[src/rtl/cpu_pipe_pkg.sv]
`default_nettype none
// ============================================================================
// Module   : cpu_pipe_pkg
// Purpose  : Shared types and helpers for the pipeline hazard/forwarding
//            controller: scoreboard tag entry, controller FSM state and the
//            forward-select width helper.
// Revision : 1.0  initial release
// ============================================================================
package cpu_pipe_pkg;

    // Tag destination field is sized for the widest register address we
    // support; narrower register files are zero-extended into it.
    localparam int c_TAG_DST_W = 16;

    // Forward select value meaning "take the operand from the register file".
    localparam int FWD_SEL_RF = 0;

    typedef struct packed {
        logic                   valid;
        logic [c_TAG_DST_W-1:0] dst;
        logic                   load;
    } tag_t;

    typedef enum logic [0:0] {
        ST_RUN   = 1'b0,
        ST_FLUSH = 1'b1
    } hz_state_e;

    // Select encodes register file plus one code per tracked stage.
    function automatic int fwd_sel_w(input int stages);
        return $clog2(stages + 1);
    endfunction

endpackage : cpu_pipe_pkg
`default_nettype wire

[src/rtl/fwd_lookup.sv]
`default_nettype none
// ============================================================================
// Module   : fwd_lookup
// Purpose  : Priority scan of the in-flight scoreboard for one decode
//            operand. Youngest matching tag wins; a match whose data is not
//            yet available reports a hazard instead of a forward.
// Revision : 1.0  initial release
// ============================================================================
module fwd_lookup
    import cpu_pipe_pkg::*;
#(
    parameter int DATA_W     = 32,
    parameter int FWD_STAGES = 3,
    parameter int LOAD_READY = 1,
    parameter int SEL_W      = 2
) (
    input  tag_t [FWD_STAGES-1:0]        i_tags,
    input  logic [c_TAG_DST_W-1:0]       i_src,
    input  logic                         i_use,
    input  logic [FWD_STAGES*DATA_W-1:0] i_stage_data,
    output logic [SEL_W-1:0]             o_sel,
    output logic [DATA_W-1:0]            o_data,
    output logic                         o_hazard
);

    // Scan oldest to youngest so the youngest match overwrites any older one.
    always_comb begin
        o_sel    = SEL_W'(FWD_SEL_RF);
        o_data   = '0;
        o_hazard = 1'b0;
        if (i_use) begin
            for (int i = FWD_STAGES - 1; i >= 0; i--) begin
                if (i_tags[i].valid && (i_tags[i].dst == i_src)) begin
                    if (!i_tags[i].load || (i >= LOAD_READY)) begin
                        o_sel    = SEL_W'(i + 1);
                        o_data   = i_stage_data[i*DATA_W +: DATA_W];
                        o_hazard = 1'b0;
                    end else begin
                        o_sel    = SEL_W'(FWD_SEL_RF);
                        o_data   = '0;
                        o_hazard = 1'b1;
                    end
                end
            end
        end
    end

endmodule : fwd_lookup
`default_nettype wire

[src/rtl/pipe_hazard_ctrl.sv]
`default_nettype none
// ============================================================================
// Module   : pipe_hazard_ctrl
// Purpose  : Hazard and forwarding controller. Keeps a shifting scoreboard of
//            in-flight destinations, forwards both decode operands from the
//            youngest ready stage, raises load-use stalls and a one-cycle
//            branch flush, and counts stalls/flushes with saturation.
//            State advances on the falling clock edge, in step with the
//            pipeline registers it shadows.
// Revision : 1.0  initial release
// ============================================================================
module pipe_hazard_ctrl
    import cpu_pipe_pkg::*;
#(
    parameter int DATA_W     = 32,
    parameter int REG_AW     = 5,   // must not exceed c_TAG_DST_W
    parameter int FWD_STAGES = 3,
    parameter int LOAD_READY = 1,
    parameter int BR_STAGE   = 1,
    parameter int CNT_W      = 16
) (
    input  logic                              clk,
    input  logic                              reset,
    input  logic                              issue_valid,
    input  logic [REG_AW-1:0]                 id_dst,
    input  logic                              id_wb,
    input  logic                              id_load,
    input  logic [REG_AW-1:0]                 id_src_a,
    input  logic                              id_use_a,
    input  logic [REG_AW-1:0]                 id_src_b,
    input  logic                              id_use_b,
    input  logic [FWD_STAGES*DATA_W-1:0]      stage_data,
    input  logic                              branch_taken,
    output logic [fwd_sel_w(FWD_STAGES)-1:0]  fwd_a_sel,
    output logic [DATA_W-1:0]                 fwd_a_data,
    output logic [fwd_sel_w(FWD_STAGES)-1:0]  fwd_b_sel,
    output logic [DATA_W-1:0]                 fwd_b_data,
    output logic                              stall,
    output logic                              flush,
    output logic [FWD_STAGES-1:0]             tag_valid,
    output logic [CNT_W-1:0]                  stall_cnt,
    output logic [CNT_W-1:0]                  flush_cnt
);

    localparam int c_SEL_W = fwd_sel_w(FWD_STAGES);

    tag_t [FWD_STAGES-1:0]  r_tag_q;
    tag_t [FWD_STAGES-1:0]  w_tag_d;
    hz_state_e              r_state_q;
    hz_state_e              w_state_d;
    logic [CNT_W-1:0]       r_stall_cnt_q;
    logic [CNT_W-1:0]       w_stall_cnt_d;
    logic [CNT_W-1:0]       r_flush_cnt_q;
    logic [CNT_W-1:0]       w_flush_cnt_d;

    logic [c_TAG_DST_W-1:0] w_src_a_ext;
    logic [c_TAG_DST_W-1:0] w_src_b_ext;
    logic [c_TAG_DST_W-1:0] w_dst_ext;
    logic                   w_hazard_a;
    logic                   w_hazard_b;
    logic                   w_branch;

    // Widen register addresses into the tag destination field.
    always_comb begin
        w_src_a_ext                = '0;
        w_src_b_ext                = '0;
        w_dst_ext                  = '0;
        w_src_a_ext[REG_AW-1:0]    = id_src_a;
        w_src_b_ext[REG_AW-1:0]    = id_src_b;
        w_dst_ext[REG_AW-1:0]      = id_dst;
    end

    fwd_lookup #(
        .DATA_W     (DATA_W),
        .FWD_STAGES (FWD_STAGES),
        .LOAD_READY (LOAD_READY),
        .SEL_W      (c_SEL_W)
    ) u_fwd_a (
        .i_tags       (r_tag_q),
        .i_src        (w_src_a_ext),
        .i_use        (id_use_a),
        .i_stage_data (stage_data),
        .o_sel        (fwd_a_sel),
        .o_data       (fwd_a_data),
        .o_hazard     (w_hazard_a)
    );

    fwd_lookup #(
        .DATA_W     (DATA_W),
        .FWD_STAGES (FWD_STAGES),
        .LOAD_READY (LOAD_READY),
        .SEL_W      (c_SEL_W)
    ) u_fwd_b (
        .i_tags       (r_tag_q),
        .i_src        (w_src_b_ext),
        .i_use        (id_use_b),
        .i_stage_data (stage_data),
        .o_sel        (fwd_b_sel),
        .o_data       (fwd_b_data),
        .o_hazard     (w_hazard_b)
    );

    // A taken branch only counts in RUN; during FLUSH it is a squashed slot.
    assign w_branch = branch_taken && (r_state_q == ST_RUN);
    assign flush    = (r_state_q == ST_FLUSH);
    assign stall    = issue_valid && (w_hazard_a || w_hazard_b)
                      && (r_state_q == ST_RUN) && !branch_taken;

    assign stall_cnt = r_stall_cnt_q;
    assign flush_cnt = r_flush_cnt_q;

    generate
        for (genvar g = 0; g < FWD_STAGES; g++) begin : g_tag_valid
            assign tag_valid[g] = r_tag_q[g].valid;
        end
    endgenerate

    // Next scoreboard, FSM state and saturating counters.
    always_comb begin
        w_tag_d[0].valid = issue_valid && id_wb && !stall && !flush;
        w_tag_d[0].dst   = w_dst_ext;
        w_tag_d[0].load  = id_load;
        for (int i = 1; i < FWD_STAGES; i++) begin
            w_tag_d[i] = r_tag_q[i-1];
        end
        // Wrong-path instructions and the decode slot die with the branch.
        if (w_branch) begin
            for (int i = 0; i <= BR_STAGE; i++) begin
                w_tag_d[i].valid = 1'b0;
            end
        end

        w_state_d = (r_state_q == ST_RUN && w_branch) ? ST_FLUSH : ST_RUN;

        w_stall_cnt_d = r_stall_cnt_q;
        if (stall && (r_stall_cnt_q != {CNT_W{1'b1}})) begin
            w_stall_cnt_d = r_stall_cnt_q + CNT_W'(1);
        end

        w_flush_cnt_d = r_flush_cnt_q;
        if (w_branch && (r_flush_cnt_q != {CNT_W{1'b1}})) begin
            w_flush_cnt_d = r_flush_cnt_q + CNT_W'(1);
        end
    end

    // Register all controller state on the pipeline's falling edge.
    always_ff @(negedge clk) begin
        if (reset) begin
            r_tag_q       <= '0;
            r_state_q     <= ST_RUN;
            r_stall_cnt_q <= '0;
            r_flush_cnt_q <= '0;
        end else begin
            r_tag_q       <= w_tag_d;
            r_state_q     <= w_state_d;
            r_stall_cnt_q <= w_stall_cnt_d;
            r_flush_cnt_q <= w_flush_cnt_d;
        end
    end

endmodule : pipe_hazard_ctrl
`default_nettype wire

[config.mk]
export PLATFORM = sky130hd
export DESIGN_NAME = pipe_hazard_ctrl
export DESIGN_NICKNAME = d
export VERILOG_FILES = /design/src/rtl/cpu_pipe_pkg.sv /design/src/rtl/fwd_lookup.sv /design/src/rtl/pipe_hazard_ctrl.sv
export SDC_FILE = /design/constraint.sdc
export NUM_CORES = 1
export LEC_CHECK = 0
export BUFFER_PORTS_ARGS = -buffer_cell sky130_fd_sc_hd__buf_2
export CORE_ASPECT_RATIO = 0.5
export CORE_MARGIN = 5
export CORE_UTILIZATION = 42
export DETAILED_ROUTE_END_ITERATION = 10
export HOLD_SLACK_MARGIN = 0.12
export PLACE_DENSITY = 0.74
export SYNTH_ARGS = -nofsm -noshare
export SYNTH_HDL_FRONTEND = slang
export SYNTH_SLANG_ARGS = --single-unit
[constraint.sdc]
create_clock -name clk -period 1.73 [get_ports clk]
set_input_delay 0.0865 -clock clk [delete_from_list [all_inputs] [get_ports clk]]
set_output_delay 0.0865 -clock clk [all_outputs]
set_load 0.1 [all_outputs]
==> results summary, run 1 <==
The number of clock sinks came out at 52. The classification of the worst endpoint is an output port. The run stopped with a tool error. The total half-perimeter wirelength after legalization and detailed placement came out at 13690 microns.

The boundary pin count is 224. The Yosys warning count is 0. The die is 152.4 microns wide. The cell total after placement is 951. After synthesis, flip-flops and latches occupy 24.43% of the total area.

The number of hold-repair buffers added at the cts stage is 0. The post-synth net total came out at 682. After global-route timing repair, the worst endpoint was fwd_a_data[9]. The die is 81.22 microns tall. The number of flops mapped to enable cells by yosys came out at 0. The effective utilization at floorplan came out at 42.38%. The mean post-synth cell area came out at 7.594 sq um.

The CTS buffer count is 5. The tree is rooted in a sky130_fd_sc_hd__clkbuf_16. Progress stopped at global routing (5_1_grt). The count of distinct cell types in the synthesized netlist is 42. The share of flip-flops with an asynchronous set or reset is 0%. After synthesis the netlist holds a flip-flop and latch count of 52. Routability-driven placement finished with a final weighted congestion of 0.9301.

Counting along the longest clock path gives a buffer depth of 2. The H-tree was split into 2 levels. Row generation in the floorplan step produced 26 rows.

Entering global routing, the biggest net connects 35 pins. The tool reported: "[ERROR DPL-0038] Utilization greater than 100%, impossible to legalize". The synthesized netlist cell count came out at 561. The most used flip-flop cell after synthesis is sky130_fd_sc_hd__dfxtp_1.

The total of buffers placed on input and output ports is 223. The setup slack at placement came out at -1.536 ns. The total standard cell area after synthesis came out at 0.004260 sq mm.
[cells by family after synthesis]
kind of cell / synth area share, %
and+or+nand+nor: 35.04
AOI/OAI and AO/OA: 22.35
buffers and inverters: 6.021
DFF: 24.43
xor gates and xnor gates: 9.251
muxes: 2.320
adders and majority gates: 0.5873
[synth_stat cells, types with 2 or more instances]
master	number	area (sq um)
sky130_fd_sc_hd__dfxtp_1	52	1041
sky130_fd_sc_hd__buf_4	5	37.54
sky130_fd_sc_hd__nor2_1	27	101.4
sky130_fd_sc_hd__nor2b_1	27	168.9
sky130_fd_sc_hd__or4_1	5	37.54
sky130_fd_sc_hd__mux2i_1	2	20.02
sky130_fd_sc_hd__nor3b_1	2	15.01
sky130_fd_sc_hd__xnor2_1	20	175.2
sky130_fd_sc_hd__mux2_2	7	78.83
sky130_fd_sc_hd__o21ai_0	10	50.05
sky130_fd_sc_hd__o2111a_1	2	22.52
sky130_fd_sc_hd__nand3_1	14	70.07
sky130_fd_sc_hd__nor4_1	7	43.79
sky130_fd_sc_hd__a21oi_1	39	195.2
sky130_fd_sc_hd__a221o_1	64	640.6
sky130_fd_sc_hd__or3_1	5	31.28
sky130_fd_sc_hd__inv_1	3	11.26
sky130_fd_sc_hd__inv_2	2	7.510
sky130_fd_sc_hd__buf_2	10	50.05
sky130_fd_sc_hd__and4_1	7	61.31
sky130_fd_sc_hd__and3_1	70	437.9
sky130_fd_sc_hd__nor2_2	4	25.02
sky130_fd_sc_hd__clkbuf_1	30	112.6
sky130_fd_sc_hd__and2_1	3	18.77
sky130_fd_sc_hd__nand2b_1	3	18.77
sky130_fd_sc_hd__buf_6	3	33.78
sky130_fd_sc_hd__nand2_1	82	307.8
sky130_fd_sc_hd__nand4_1	7	43.79
sky130_fd_sc_hd__xor2_1	25	219.0
sky130_fd_sc_hd__nor3_1	11	55.05
sky130_fd_sc_hd__ha_1	2	25.02
[stage by stage]
| stage | hold WS, ns | utilization [%] | cell area [sq um] |
|---|---|---|---|
| 2_1_floorplan | 0.4267 | - | 4991 |
| 3_3_place_gp | 0.4876 | 81.69 | 8212 |
| 3_5_place_dp | 0.4924 | 81.69 | 8212 |
| 4_1_cts | 0.5025 | 94.65 | 9514 |
[timing repair]
action,CTS
cloned,6
endpoints found under the setup margin,135
resized for setup,112
buffers inserted,57
pin swaps,44
==> inputs of run 2 (changes only) <==
--- a/config.mk
+++ b/config.mk
@@ -6,12 +6,10 @@
 export NUM_CORES = 1
 export LEC_CHECK = 0
 export BUFFER_PORTS_ARGS = -buffer_cell sky130_fd_sc_hd__buf_2
-export CORE_ASPECT_RATIO = 0.5
 export CORE_MARGIN = 5
-export CORE_UTILIZATION = 42
+export CORE_UTILIZATION = 35
 export DETAILED_ROUTE_END_ITERATION = 10
-export HOLD_SLACK_MARGIN = 0.12
-export PLACE_DENSITY = 0.74
+export PLACE_DENSITY_LB_ADDON = 0.15
 export SYNTH_ARGS = -nofsm -noshare
 export SYNTH_HDL_FRONTEND = slang
 export SYNTH_SLANG_ARGS = --single-unit
==> constraint.sdc (replaced) <==
create_clock -name clk -period 2.2 [get_ports clk]
set_input_delay 0.11 -clock clk [delete_from_list [all_inputs] [get_ports clk]]
set_output_delay 0.11 -clock clk [all_outputs]
set_load 0.1 [all_outputs]
==> results summary, run 2 <==
Across the run, the number of max-cap violations was 0. Of all flip-flops after synthesis, the portion carrying an async set or reset was 0%. After synthesis, the netlist uses 42 different library cells.

In this run the worst setup path begins at r_tag_q[20]$_SDFF_NP0_. The floorplan die width came out at 120.3 microns. The cell total after placement is 935. The predominant post-synthesis flop cell is sky130_fd_sc_hd__dfxtp_1. The routed wirelength normalized by instance count came out at 20.32 microns. The setup path with the least slack is of type reg -> out. The number of detailed-route iterations in the first pass is 6. The core area came out at 0.01196 sq mm.

The wire length of the first global-routing pass came out at 30580 microns. The library cell used most frequently in the layout, excluding fill and tap cells, is sky130_fd_sc_hd__buf_2. The final layout contains routed wiring with a total length of 20870 microns.

Yosys mapped a number of flops with a built-in enable equal to 0. The arrival time at the worst endpoint is 3.45 ns. At the pin with the least slew margin, the transition time is 0.6585 ns. The number of nets in the synthesized netlist is 682. The count of endpoints failing hold in the final timing report came out at 0. The capturing element of the worst setup path is fwd_a_data[12]. Traced cell by cell, the critical path runs through xor2_1, nor4_2, and3_4, nor2_4, buf_12, a221o_1, and3_4, buf_12.

The die outline height is 120.3 microns. The number of synthesized register bits is 52. The maximum number of pins on one net before global-route repair came out at 36. The utilization after layout came out at 75.73%.

The synthesized netlist cell count is 561. The share of final-layout standard cells stronger than drive strength 1 came out at 57.00%. The mean post-synth cell area came out at 7.594 sq um. The routability congestion estimate is 0.8717. The initial antenna violation count came out at 2. The relative max-transition margin is 56.04%.

The required arrival time at the worst endpoint came out at 2.09 ns. In this run, the number of DRC markers left after iteration 0 of detailed routing was 631. The leakage power total came out at 0.003807 uW. The worst IR drop on VDD is 0.0004813 V.

Setup total negative slack on the finished layout was measured at -94.81 ns. The relative area change from synthesis to final layout is 112.6%. The overflow left after global routing is 0. TritonCTS created 5 clock buffers. The Yosys warning count is 0. The post-layout worst setup margin is -1.359 ns. STA classifies the critical path endpoint as an output pin.

For this configuration, the core starts out at a cell density of 35.62%. In this run the clock root is driven by a sky130_fd_sc_hd__clkbuf_16. The total standard cell area after synthesis came out at 0.004260 sq mm.

The overall routing resource usage came out at 25.90%. The count of nets left with antenna violations once routing finished came out at 0. The floorplan step defined a die boundary enclosing 0.01448 sq mm. The dominant cell type by area after synthesis is sky130_fd_sc_hd__dfxtp_1.

The power per cell area came out at 302.4 mW/mm^2. Leaving out fill and tap cells, the most frequent cells in the layout are sky130_fd_sc_hd__buf_2 (114), sky130_fd_sc_hd__buf_12 (110), sky130_fd_sc_hd__nand2_1 (79), sky130_fd_sc_hd__and3_4 (66), sky130_fd_sc_hd__a221o_1 (64). After floorplanning, the core was divided into 40 placement rows. The maximum clock path buffer count came out at 2. The number of clock sinks came out at 52. During placement, the flow inserted port buffers numbering 223. Sorting the synthesized cells by how often they occur yields sky130_fd_sc_hd__nand2_1 (82), sky130_fd_sc_hd__and3_1 (70), sky130_fd_sc_hd__a221o_1 (64), sky130_fd_sc_hd__dfxtp_1 (52), sky130_fd_sc_hd__a21oi_1 (39). The reg2reg setup slack came out at 0.02 ns. The clock tree synthesis step divided the H-tree into 2 levels. The proportion of netlist area held by the largest area contributor came out at 24.43%.

By instance count, the leading cell after synthesis is sky130_fd_sc_hd__nand2_1. The largest fanout on the critical path is 17. Clock-pin slew was measured on the worst setup and hold paths at 0.03 ns. The flow ran to the end, but the final reports show violations. The kind of path behind the tightest hold check is reg -> reg. Clock skew on the completed layout was measured at 0.02300 ns. Before CTS, the worst setup slack after placement is -1.371 ns. 224 I/O pins were placed. The via count of the first global-routing pass came out at 5942. In this run the critical register-to-register path is captured at stall_cnt[8]$_SDFFE_NP0P_. TritonCTS built the clock tree. On the critical path, the stage with the largest delay is an instance of sky130_fd_sc_hd__dfxtp_2.

The completed layout was analyzed and its total power is 2739 uW. The max-slew violation count is 0. The final reports fail on setup timing. Setup repair after global routing could not meet its margin everywhere. STA classifies the critical path startpoint as a flip-flop.

The number of failing setup endpoints in the final timing report is 87. The total half-perimeter wirelength after legalization and detailed placement is 14020 microns. The number of nets in the final layout came out at 999.

The detail-routed via count per cell is 5.754. The number of cells traversed by the worst register-to-register path came out at 7. The clock latency reported for the late side of the worst-skew pair came out at 0.39 ns. The total number of vias is 5909. By area the synthesized netlist is led by sky130_fd_sc_hd__dfxtp_1 (24%), sky130_fd_sc_hd__a221o_1 (15%), sky130_fd_sc_hd__and3_1 (10%), sky130_fd_sc_hd__nand2_1 (7.2%), sky130_fd_sc_hd__xor2_1 (5.1%). The highest cell delay on the worst timing path is 0.34 ns.

Sequential elements use 24.43% of the synthesized area. The worst reg2reg path startpoint is r_tag_q[0]$_SDFF_NP0_. The non-filler instance count after layout is 1027. The count of unresolved DRC violations after routing came out at 0.
-- run 2: cell counts after synthesis --
Identical to the previous run, type by type.
-- run 2: logic make-up after synthesis --
group / after synthesis / synth area share [%]
AOI/OAI and AO/OA: 120 / 22.35
buffers and inverters: 54 / 6.021
xor gates and xnor gates: 45 / 9.251
and+or+nand+nor: 279 / 35.04
muxes: 9 / 2.320
adders and majority gates: 2 / 0.5873
DFF: 52 / 24.43
-- run 2: area by class of cell --
cell class	instances	area [sq um]
repair buffers	306	3567
flip-flops and latches	52	1147
well taps	147	183.9
clock inverters	55	229.0
multi-input cells	457	3789
fillers	826	2903
inverters	4	15.01
clock buffers	5	125.1
diodes	1	2.502
-- run 2: critical path, delay by kind of cell, from the launching register on --
family | cells | cell delay (ns)
AOI/OAI and AO/OA | 1 | 0.33
xor gates and xnor gates | 1 | 0.15
buffers and inverters | 2 | 0.31
DFF | 1 | 0.34
and+or+nand+nor | 4 | 0.85
-- run 2: worst min path at each step --
stage | startpoint | end | slack, ns | depth (start not counted)
after floorplan | tag_valid[1]$_SDFF_NP0_ | tag_valid[2]$_SDFF_NP0_ | 0.47 | 1
after global placement | r_tag_q[19]$_SDFF_NP0_ | r_tag_q[37]$_SDFF_NP0_ | 0.48 | 1
after detailed placement | r_tag_q[20]$_SDFF_NP0_ | r_tag_q[38]$_SDFF_NP0_ | 0.50 | 1
after CTS | r_tag_q[22]$_SDFF_NP0_ | r_tag_q[40]$_SDFF_NP0_ | 0.50 | 1
after global routing | r_tag_q[19]$_SDFF_NP0_ | r_tag_q[37]$_SDFF_NP0_ | 0.51 | 1
final | r_tag_q[22]$_SDFF_NP0_ | r_tag_q[40]$_SDFF_NP0_ | 0.49 | 1
-- run 2: power by group --
group	total, uW	switching, uW	internal, uW
sequential	977	27.3	950
combinational	549	299	250
clock	1210	649	564
total	2740	975	1760
-- run 2: stage by stage --
| step | hold slack (ns) | instance area (sq um) |
|---|---|---|
| floorplan | 0.4656 | 4917 |
| global placement | 0.4829 | 7924 |
| detailed placement | 0.5005 | 7924 |
| CTS | 0.4986 | 8760 |
| global route | 0.5112 | 9059 |
| finish | 0.4872 | 9059 |
-- run 2: metal layers --
metal  routed length (microns)  track usage (%)  up-vias  part of all wire [%]
met5                        13                0        -                 0.062
li1                          -                -     2720                     -
met2                     10700            45.14      288                    51
met4                       763            13.10        2                   3.7
met1                      7784            29.16     2843                    37
met3                      1605            6.735       56                   7.7
-- run 2: timing repair --
action | in CTS | in global routing
pin swaps | 35 | 25
resized for setup | 79 | 56
gates cloned | 4 | 3
endpoints found under the setup margin | 103 | 110
hold buffers | 0 | 0
buffers inserted | 16 | 13
No activity file was read; power rests on OpenSTA's default activity.
==> inputs of run 3 (changes only) <==
--- a/config.mk
+++ b/config.mk
@@ -5,7 +5,9 @@
 export SDC_FILE = /design/constraint.sdc
 export NUM_CORES = 1
 export LEC_CHECK = 0
+export ABC_AREA = 1
 export BUFFER_PORTS_ARGS = -buffer_cell sky130_fd_sc_hd__buf_2
+export CAP_MARGIN = 10
 export CORE_MARGIN = 5
 export CORE_UTILIZATION = 35
 export DETAILED_ROUTE_END_ITERATION = 10
==> results summary, run 3 <==
The run finished, with violations left. The final reports fail on setup timing. The floorplan step defined a die boundary enclosing 0.01709 sq mm.

The worst IR drop on VDD came out at 0.0004327 V. The cell-internal power is 1960 uW. The max-slew violation count was 0. The detail route stage leaves a number of antenna-violating nets equal to 0.

The number of clock sinks came out at 52. For this run, asynchronously set or reset flops after synthesis account for 0%. For the pin with the worst max-slew slack, the measured transition is 0.4161 ns. Traced cell by cell, the critical path runs through xnor2_2, nand4_1, nor2_4, buf_12, nand2_1, nand2_2, o21ai_2, a21oi_4, buf_12.

For the worst setup path, the data required time is 2.09 ns. After floorplanning, the core was sized to cover 0.01442 sq mm. The wire length of the first global-routing pass came out at 36390 microns. The die outline height came out at 130.7 microns.

sky130_fd_sc_hd__nand2_1 is the most common cell in the netlist. The via count of the first global-routing pass is 7544. Input and output buffers added on the ports amount to 223.

The CTS buffer count came out at 5. The routed layout has 7934 vias. The relative max-transition margin came out at 72.26%. Summed over its instances, the top area cell type makes up 20.41% of the synthesized netlist area.

The detailed-routing wirelength on met1 is 9407 microns. The leakage power total came out at 0.005291 uW. The number of levels in the clock H-tree came out at 2. For this block, the initial DRC count from the detailed router was 467. The library cell used most frequently in the layout, excluding fill and tap cells, is sky130_fd_sc_hd__nand2_1.

The worst hold slack is 0.4624 ns. The aggregate negative setup slack came out at -75.93 ns. The TritonCTS clock tree is done. The tool flagged a number of max-cap violations equal to 0. The initial antenna violation count came out at 4. In this run the deepest clock path goes through 2 buffers.

The count of unresolved DRC violations after routing is 0. The effective utilization at floorplan is 35.36%. The most used flip-flop cell after synthesis is sky130_fd_sc_hd__dfxtp_1. Counting flops with a built-in enable in the synthesized netlist gives 0. The number of detailed-route iterations in the first pass is 7. The routed wirelength normalized by instance count is 16.71 microns. The tree is rooted in a sky130_fd_sc_hd__clkbuf_16.

The wire-length estimate of the detail-placed layout is 16220 microns. The top cell types in the final layout, fill and taps aside, are sky130_fd_sc_hd__nand2_1 (218), sky130_fd_sc_hd__inv_1 (153), sky130_fd_sc_hd__buf_12 (131), sky130_fd_sc_hd__buf_4 (124), sky130_fd_sc_hd__buf_2 (116). The post-synth net total is 1045. The routed wire length on met3 is 2098 microns.

Data on the critical path arrives at its endpoint at 3.22 ns. The synthesized netlist cell count came out at 924. The switching power total came out at 1137 uW. The power share of the combinational group came out at 25.6%.

The highest cell delay on the worst timing path is 0.35 ns. For this run, the total global-route usage over all layers was measured as 26.37%. The slowest stage of the critical path is the sky130_fd_sc_hd__dfxtp_4 cell. The critical path is of the reg -> out type. The critical path launch point type is a flip-flop.

The largest fanout on the critical path is 34. At the end of routability-driven placement, the weighted congestion stood at 0.9158. Entering global routing, the biggest net connects 36 pins.

The count of endpoints failing hold in the final timing report is 0. After synthesis, the netlist uses 34 different library cells. The aggregate routed wire length came out at 25460 microns. The highest metal layer with signal wires is met5. Counting instances in the post-synthesis netlist gives the leading cell types as sky130_fd_sc_hd__nand2_1 (248), sky130_fd_sc_hd__inv_1 (119), sky130_fd_sc_hd__nor2_1 (95), sky130_fd_sc_hd__o21ai_0 (86), sky130_fd_sc_hd__a21oi_1 (75). The worst clock skew on the final layout is 0.03920 ns. The tightest min-delay check is of the reg -> reg type. The clock transition at the register clock pins on the worst setup and hold paths after CTS came out at 0.03 ns. The most prevalent standard cell on the critical path is sky130_fd_sc_hd__buf_12. The post-layout worst setup margin came out at -1.127 ns.

Of the synthesized area, sequential elements account for 20.41%. The clock latency reported for the late side of the worst-skew pair is 0.40 ns. The portion of total power attributed to the clock network came out at 42.9%. The detail-routed via count per cell came out at 5.206. The power per cell area is 263.7 mW/mm^2.

The overflow left after global routing came out at 0. The total power came out at 3097 uW. The number of nets in the final layout is 1457. The wire length on met2 came out at 12910 microns. The Yosys warning count came out at 0. The fill cell total of the finished layout is 892.

The share of total power dissipated in sequential elements is 31.5%. The floorplan die width came out at 130.7 microns. The number of hold-repair buffers added at the cts stage is 0. Summing every instance area after synthesis gives 0.005100 sq mm. The switching power as a share of total power came out at 36.70%. The mean post-synth cell area came out at 5.519 sq um. The share of final-layout standard cells stronger than drive strength 1 came out at 53.93%. Setup repair after global routing could not meet its margin everywhere. In this run the count of I/O pins placed on the die edge is 224. Summed over all instances, the cell type with the most area after synthesis is sky130_fd_sc_hd__dfxtp_1. The relative area change from synthesis to final layout is 130.3%.

By area the synthesized netlist is led by sky130_fd_sc_hd__dfxtp_1 (20%), sky130_fd_sc_hd__nand2_1 (18%), sky130_fd_sc_hd__inv_1 (8.8%), sky130_fd_sc_hd__o21ai_0 (8.4%), sky130_fd_sc_hd__a21oi_1 (7.4%). The worst setup path is captured at an output pin. The number of synthesized register bits came out at 52. Setup violations remaining at the end of the flow were counted as 87. The row count came out at 44.
==> run 3: cell count changes after synthesis, sizes merged, moves of 18 or more <==
cell | before | now
nand2 | 83 | 252
o21ai | 10 | 140
inv | 5 | 130
nor2 | 31 | 100
and3 | 70 | 3
a221o | 64 | 0
a21oi | 39 | 86
nor2b | 28 | 0
nand3 | 14 | 37
buf | 19 | 40
nand4 | 7 | 26
xor2 | 25 | 7
==> run 3: logic make-up after synthesis <==
group	Yosys count	synth area share [%]
AND/OR/NAND/NOR	432	35.97
AO/OA/AOI/OAI	233	23.95
buffers and inverters	191	16.78
flip-flops	52	20.41
XOR/XNOR	14	2.404
adder cells (fa/ha/maj)	2	0.4906
==> run 3: timing repair <==
action                     CTS  global route
setup endpoints to repair  109           105
resized for setup          113           132
setup buffers               22            24
pin swaps                   17            30
gates cloned                10             7
==> run 3: per-stage QoR <==
stage	cells	area [sq um]	setup slack, ns	util [%]
5_1_grt	1523	11740	-1.202	81.42
4_1_cts	1496	11040	-1.028	76.57
2_1_floorplan	924	6337	-0.6883	-
3_3_place_gp	1407	10000	-0.6797	69.33
6_report	1524	11750	-1.127	81.44
3_5_place_dp	1407	10000	-0.7507	69.33
==> run 3: power by group through the flow <==
stage	sequential, uW	combinational (uW)	clock, uW
2_1_floorplan	1030	267	146
3_3_place_gp	1000	664	146
3_5_place_dp	1000	672	146
4_1_cts	987	715	1360
5_1_grt	976	845	1470
6_report	975	792	1330
==> run 3: final cells by class <==
type	count	area [sq um]	area share, %
sequential	52	1151	9.800
antenna	3	7.507	0.06391
clock buffer	5	125.1	1.065
multi-input combinational	682	4639	39.50
inverter	129	508.0	4.325
timing repair buffer	414	4845	41.24
clock inverter	55	240.2	2.045
tap	184	230.2	1.960
==> run 3: critical path, delay by kind of cell (launching register included) <==
family / cells / cell delay (ns)
AOI/OAI and AO/OA: 2 / 0.25
xor gates and xnor gates: 1 / 0.17
buffers and inverters: 2 / 0.42
DFF: 1 / 0.35
and+or+nand+nor: 4 / 0.55
==> run 3: worst paths after layout <==
kind | startpoint | endpoint | slack [ns] | depth (start not counted)
max | r_tag_q[41]$_SDFF_NP0_ | fwd_b_data[28] | -1.13 | 9
min | tag_valid[1]$_SDFF_NP0_ | tag_valid[2]$_SDFF_NP0_ | 0.46 | 2
max reg2reg | r_tag_q[3]$_SDFF_NP0_ | stall_cnt[3]$_SDFFE_NP0P_ | 0.19 | 15
min reg2reg | tag_valid[1]$_SDFF_NP0_ | tag_valid[2]$_SDFF_NP0_ | 0.46 | 2
==> run 3: layer usage <==
layer,vias up,track usage (%)
met4,4,11.86
met1,3662,30.69
met2,361,46.26
met5,-,0
met3,92,5.732
li1,3815,-
==> inputs of run 4 (changes only) <==
--- a/config.mk
+++ b/config.mk
@@ -8,7 +8,6 @@
 export ABC_AREA = 1
 export BUFFER_PORTS_ARGS = -buffer_cell sky130_fd_sc_hd__buf_2
 export CAP_MARGIN = 10
-export CORE_MARGIN = 5
 export CORE_UTILIZATION = 35
 export DETAILED_ROUTE_END_ITERATION = 10
 export PLACE_DENSITY_LB_ADDON = 0.15
==> results summary, run 4 (synthesized netlist as in run 3, its figures left out) <==
The total number of vias came out at 7603. The final reports fail on setup timing. The CTS buffer count came out at 5. The overflow left after global routing came out at 0. The number of failing setup endpoints in the final timing report came out at 86. The worst setup path is launched from a flip-flop. The detail-routed via count per cell came out at 5.134. The worst pin sits at a relative slew slack of 66.15%.

The number of clock sinks came out at 52. Detailed placement finished with a half-perimeter wire length of 15470 microns. The effective utilization at floorplan came out at 36.32%.

The number of levels in the clock H-tree came out at 2. The floorplan die width came out at 122.7 microns. The die outline height is 122.7 microns. The aggregate negative setup slack is -77.04 ns. The fill cell total of the finished layout came out at 881. The max capacitance violation total is 0. The boundary pin count came out at 224. After layout, the worst setup slack is -1.091 ns. Before antenna repair, the detailed router went through 5 iterations. The flow ran to the end, but the final reports show violations.

After clock tree synthesis, the clock-pin slew on the worst setup and hold paths is 0.04 ns. The worst IR drop on VDD came out at 0.0004155 V. The worst setup path is of the reg -> out kind. The relative area change from synthesis to final layout is 122.2%. In the final design database the tool counted 1417 nets. The leakage power total is 0.005062 uW. The count of endpoints failing hold in the final timing report was 0. The min-delay analysis places its worst path in the category reg -> reg. The maximum clock path buffer count is 2.

STA classifies the critical path endpoint as an output pin. The clock latency reported for the late side of the worst-skew pair is 0.39 ns. The arrival time at the worst endpoint came out at 3.18 ns. The worst hold slack came out at 0.4911 ns. The aggregate routed wire length came out at 23090 microns. The routability congestion estimate is 0.9194. The share of final-layout standard cells stronger than drive strength 1 came out at 52.20%.

The overall routing resource usage came out at 28.57%. The DRC marker count from the first detailed-route iteration is 452. The max-slew violation count is 0. Setup repair after global routing could not meet its margin everywhere.

The total of buffers placed on input and output ports came out at 223. The via count of the first global-routing pass is 7231. The count of unresolved DRC violations after routing came out at 0.

In the final routed layout, each cell accounts on average for 15.59 microns. The most common library cell in the layout ignoring fill and taps is sky130_fd_sc_hd__nand2_1. The number of hold-repair buffers added at the cts stage is 0. The setup slack at placement came out at -0.6508 ns. After floorplanning, the core was divided into 43 placement rows. Entering global routing, the biggest net connects 35 pins. The power per cell area came out at 260.9 mW/mm^2. The first global-routing pass estimated 34230 microns of wire. Leaving out fill and tap cells, the most frequent cells in the layout are sky130_fd_sc_hd__nand2_1 (228), sky130_fd_sc_hd__inv_1 (155), sky130_fd_sc_hd__buf_12 (129), sky130_fd_sc_hd__buf_2 (114), sky130_fd_sc_hd__buf_4 (94). The buffer cell driving the clock tree root is sky130_fd_sc_hd__clkbuf_16. The worst clock skew on the final layout came out at 0.02482 ns.

The TritonCTS clock tree is done. The worst-margin pin slew is 0.5077 ns. In this run the standard cell core region covers 0.01404 sq mm. The initial antenna violation count came out at 4. The largest fanout on the critical path is 9.

The remaining antenna violation count after routing came out at 0. The required arrival time at the worst endpoint came out at 2.09 ns. The die covers 0.01506 sq mm.
## run 4: changes by cell type in the layout (fill, tap and decap cells not counted), moves of 4 or more
cell and delta:
sky130_fd_sc_hd__o21ai_1 -7, sky130_fd_sc_hd__nand2_4 -4, sky130_fd_sc_hd__nand3_2 +5, sky130_fd_sc_hd__buf_8 -5
sky130_fd_sc_hd__buf_4 -30, sky130_fd_sc_hd__nand2_1 +10, sky130_fd_sc_hd__dfxtp_2 +4, sky130_fd_sc_hd__dfxtp_4 -5
sky130_fd_sc_hd__o21ai_4 +7, sky130_fd_sc_hd__inv_4 -5, sky130_fd_sc_hd__nand2_2 -4, sky130_fd_sc_hd__nand3_1 -4
## run 4: through the flow
stage	instance area, sq um	util [%]	total power [uW]	std cells
after detailed placement	9962	70.94	1799	1391
after CTS	10920	77.75	2967	1464
after global placement	9962	70.94	1789	1391
after floorplan	6337	-	1443	924
after global routing	11330	80.69	3145	1480
final	11330	80.71	2957	1481
## run 4: layout make-up
| class | instances | area [sq um] | area share (%) |
|---|---|---|---|
| clock buffer | 5 | 125.1 | 1.104 |
| multi-input combinational | 681 | 4639 | 40.94 |
| clock inverter | 55 | 226.5 | 1.998 |
| timing repair buffer | 375 | 4474 | 39.48 |
| inverter | 129 | 495.5 | 4.372 |
| antenna | 4 | 10.01 | 0.08832 |
| tap | 180 | 225.2 | 1.987 |
| sequential | 52 | 1137 | 10.04 |
## run 4: critical path: stages (launching register included)
cell and delay (ns):
sky130_fd_sc_hd__dfxtp_2 0.35, sky130_fd_sc_hd__xnor2_2 0.12, sky130_fd_sc_hd__nand4_1 0.17, sky130_fd_sc_hd__nor2_4 0.21, sky130_fd_sc_hd__clkbuf_16 0.18, sky130_fd_sc_hd__buf_12 0.13
sky130_fd_sc_hd__nand2_1 0.06, sky130_fd_sc_hd__nand2_1 0.07, sky130_fd_sc_hd__o21ai_2 0.07, sky130_fd_sc_hd__a21oi_4 0.17, sky130_fd_sc_hd__buf_12 0.19
## run 4: layer usage
metal | wire length [microns] | up-vias | global-route usage [%]
met2 | 11840 | 289 | 50.98
met5 | 0 | - | 0
met3 | 1608 | 67 | 6.691
li1 | - | 3731 | -
met1 | 8727 | 3516 | 31.15
met4 | 914 | 0 | 15.09
## run 4: final timing paths
| kind | from | end | slack [ns] | cells after the start |
|---|---|---|---|---|
| setup / recovery | r_tag_q[41]$_SDFF_NP0_ | fwd_a_data[31] | -1.09 | 10 |
| hold / removal | r_tag_q[4]$_SDFF_NP0_ | r_tag_q[22]$_SDFF_NP0_ | 0.49 | 2 |
| setup reg to reg | r_tag_q[1]$_SDFF_NP0_ | stall_cnt[12]$_SDFFE_NP0P_ | 0.13 | 16 |
| hold reg to reg | r_tag_q[4]$_SDFF_NP0_ | r_tag_q[22]$_SDFF_NP0_ | 0.49 | 2 |
## run 4: timing repair
action / in CTS / in global routing
gates cloned: 8 / 3
gates resized for setup: 139 / 76
setup endpoints to repair: 112 / 103
pin swaps: 14 / 22
buffers inserted: 17 / 14
## run 4: power by group
group          total, uW  switching [uW]  internal, uW
Clock               1250             684           567
Combinational        730             429           301
Sequential           976            22.1           954
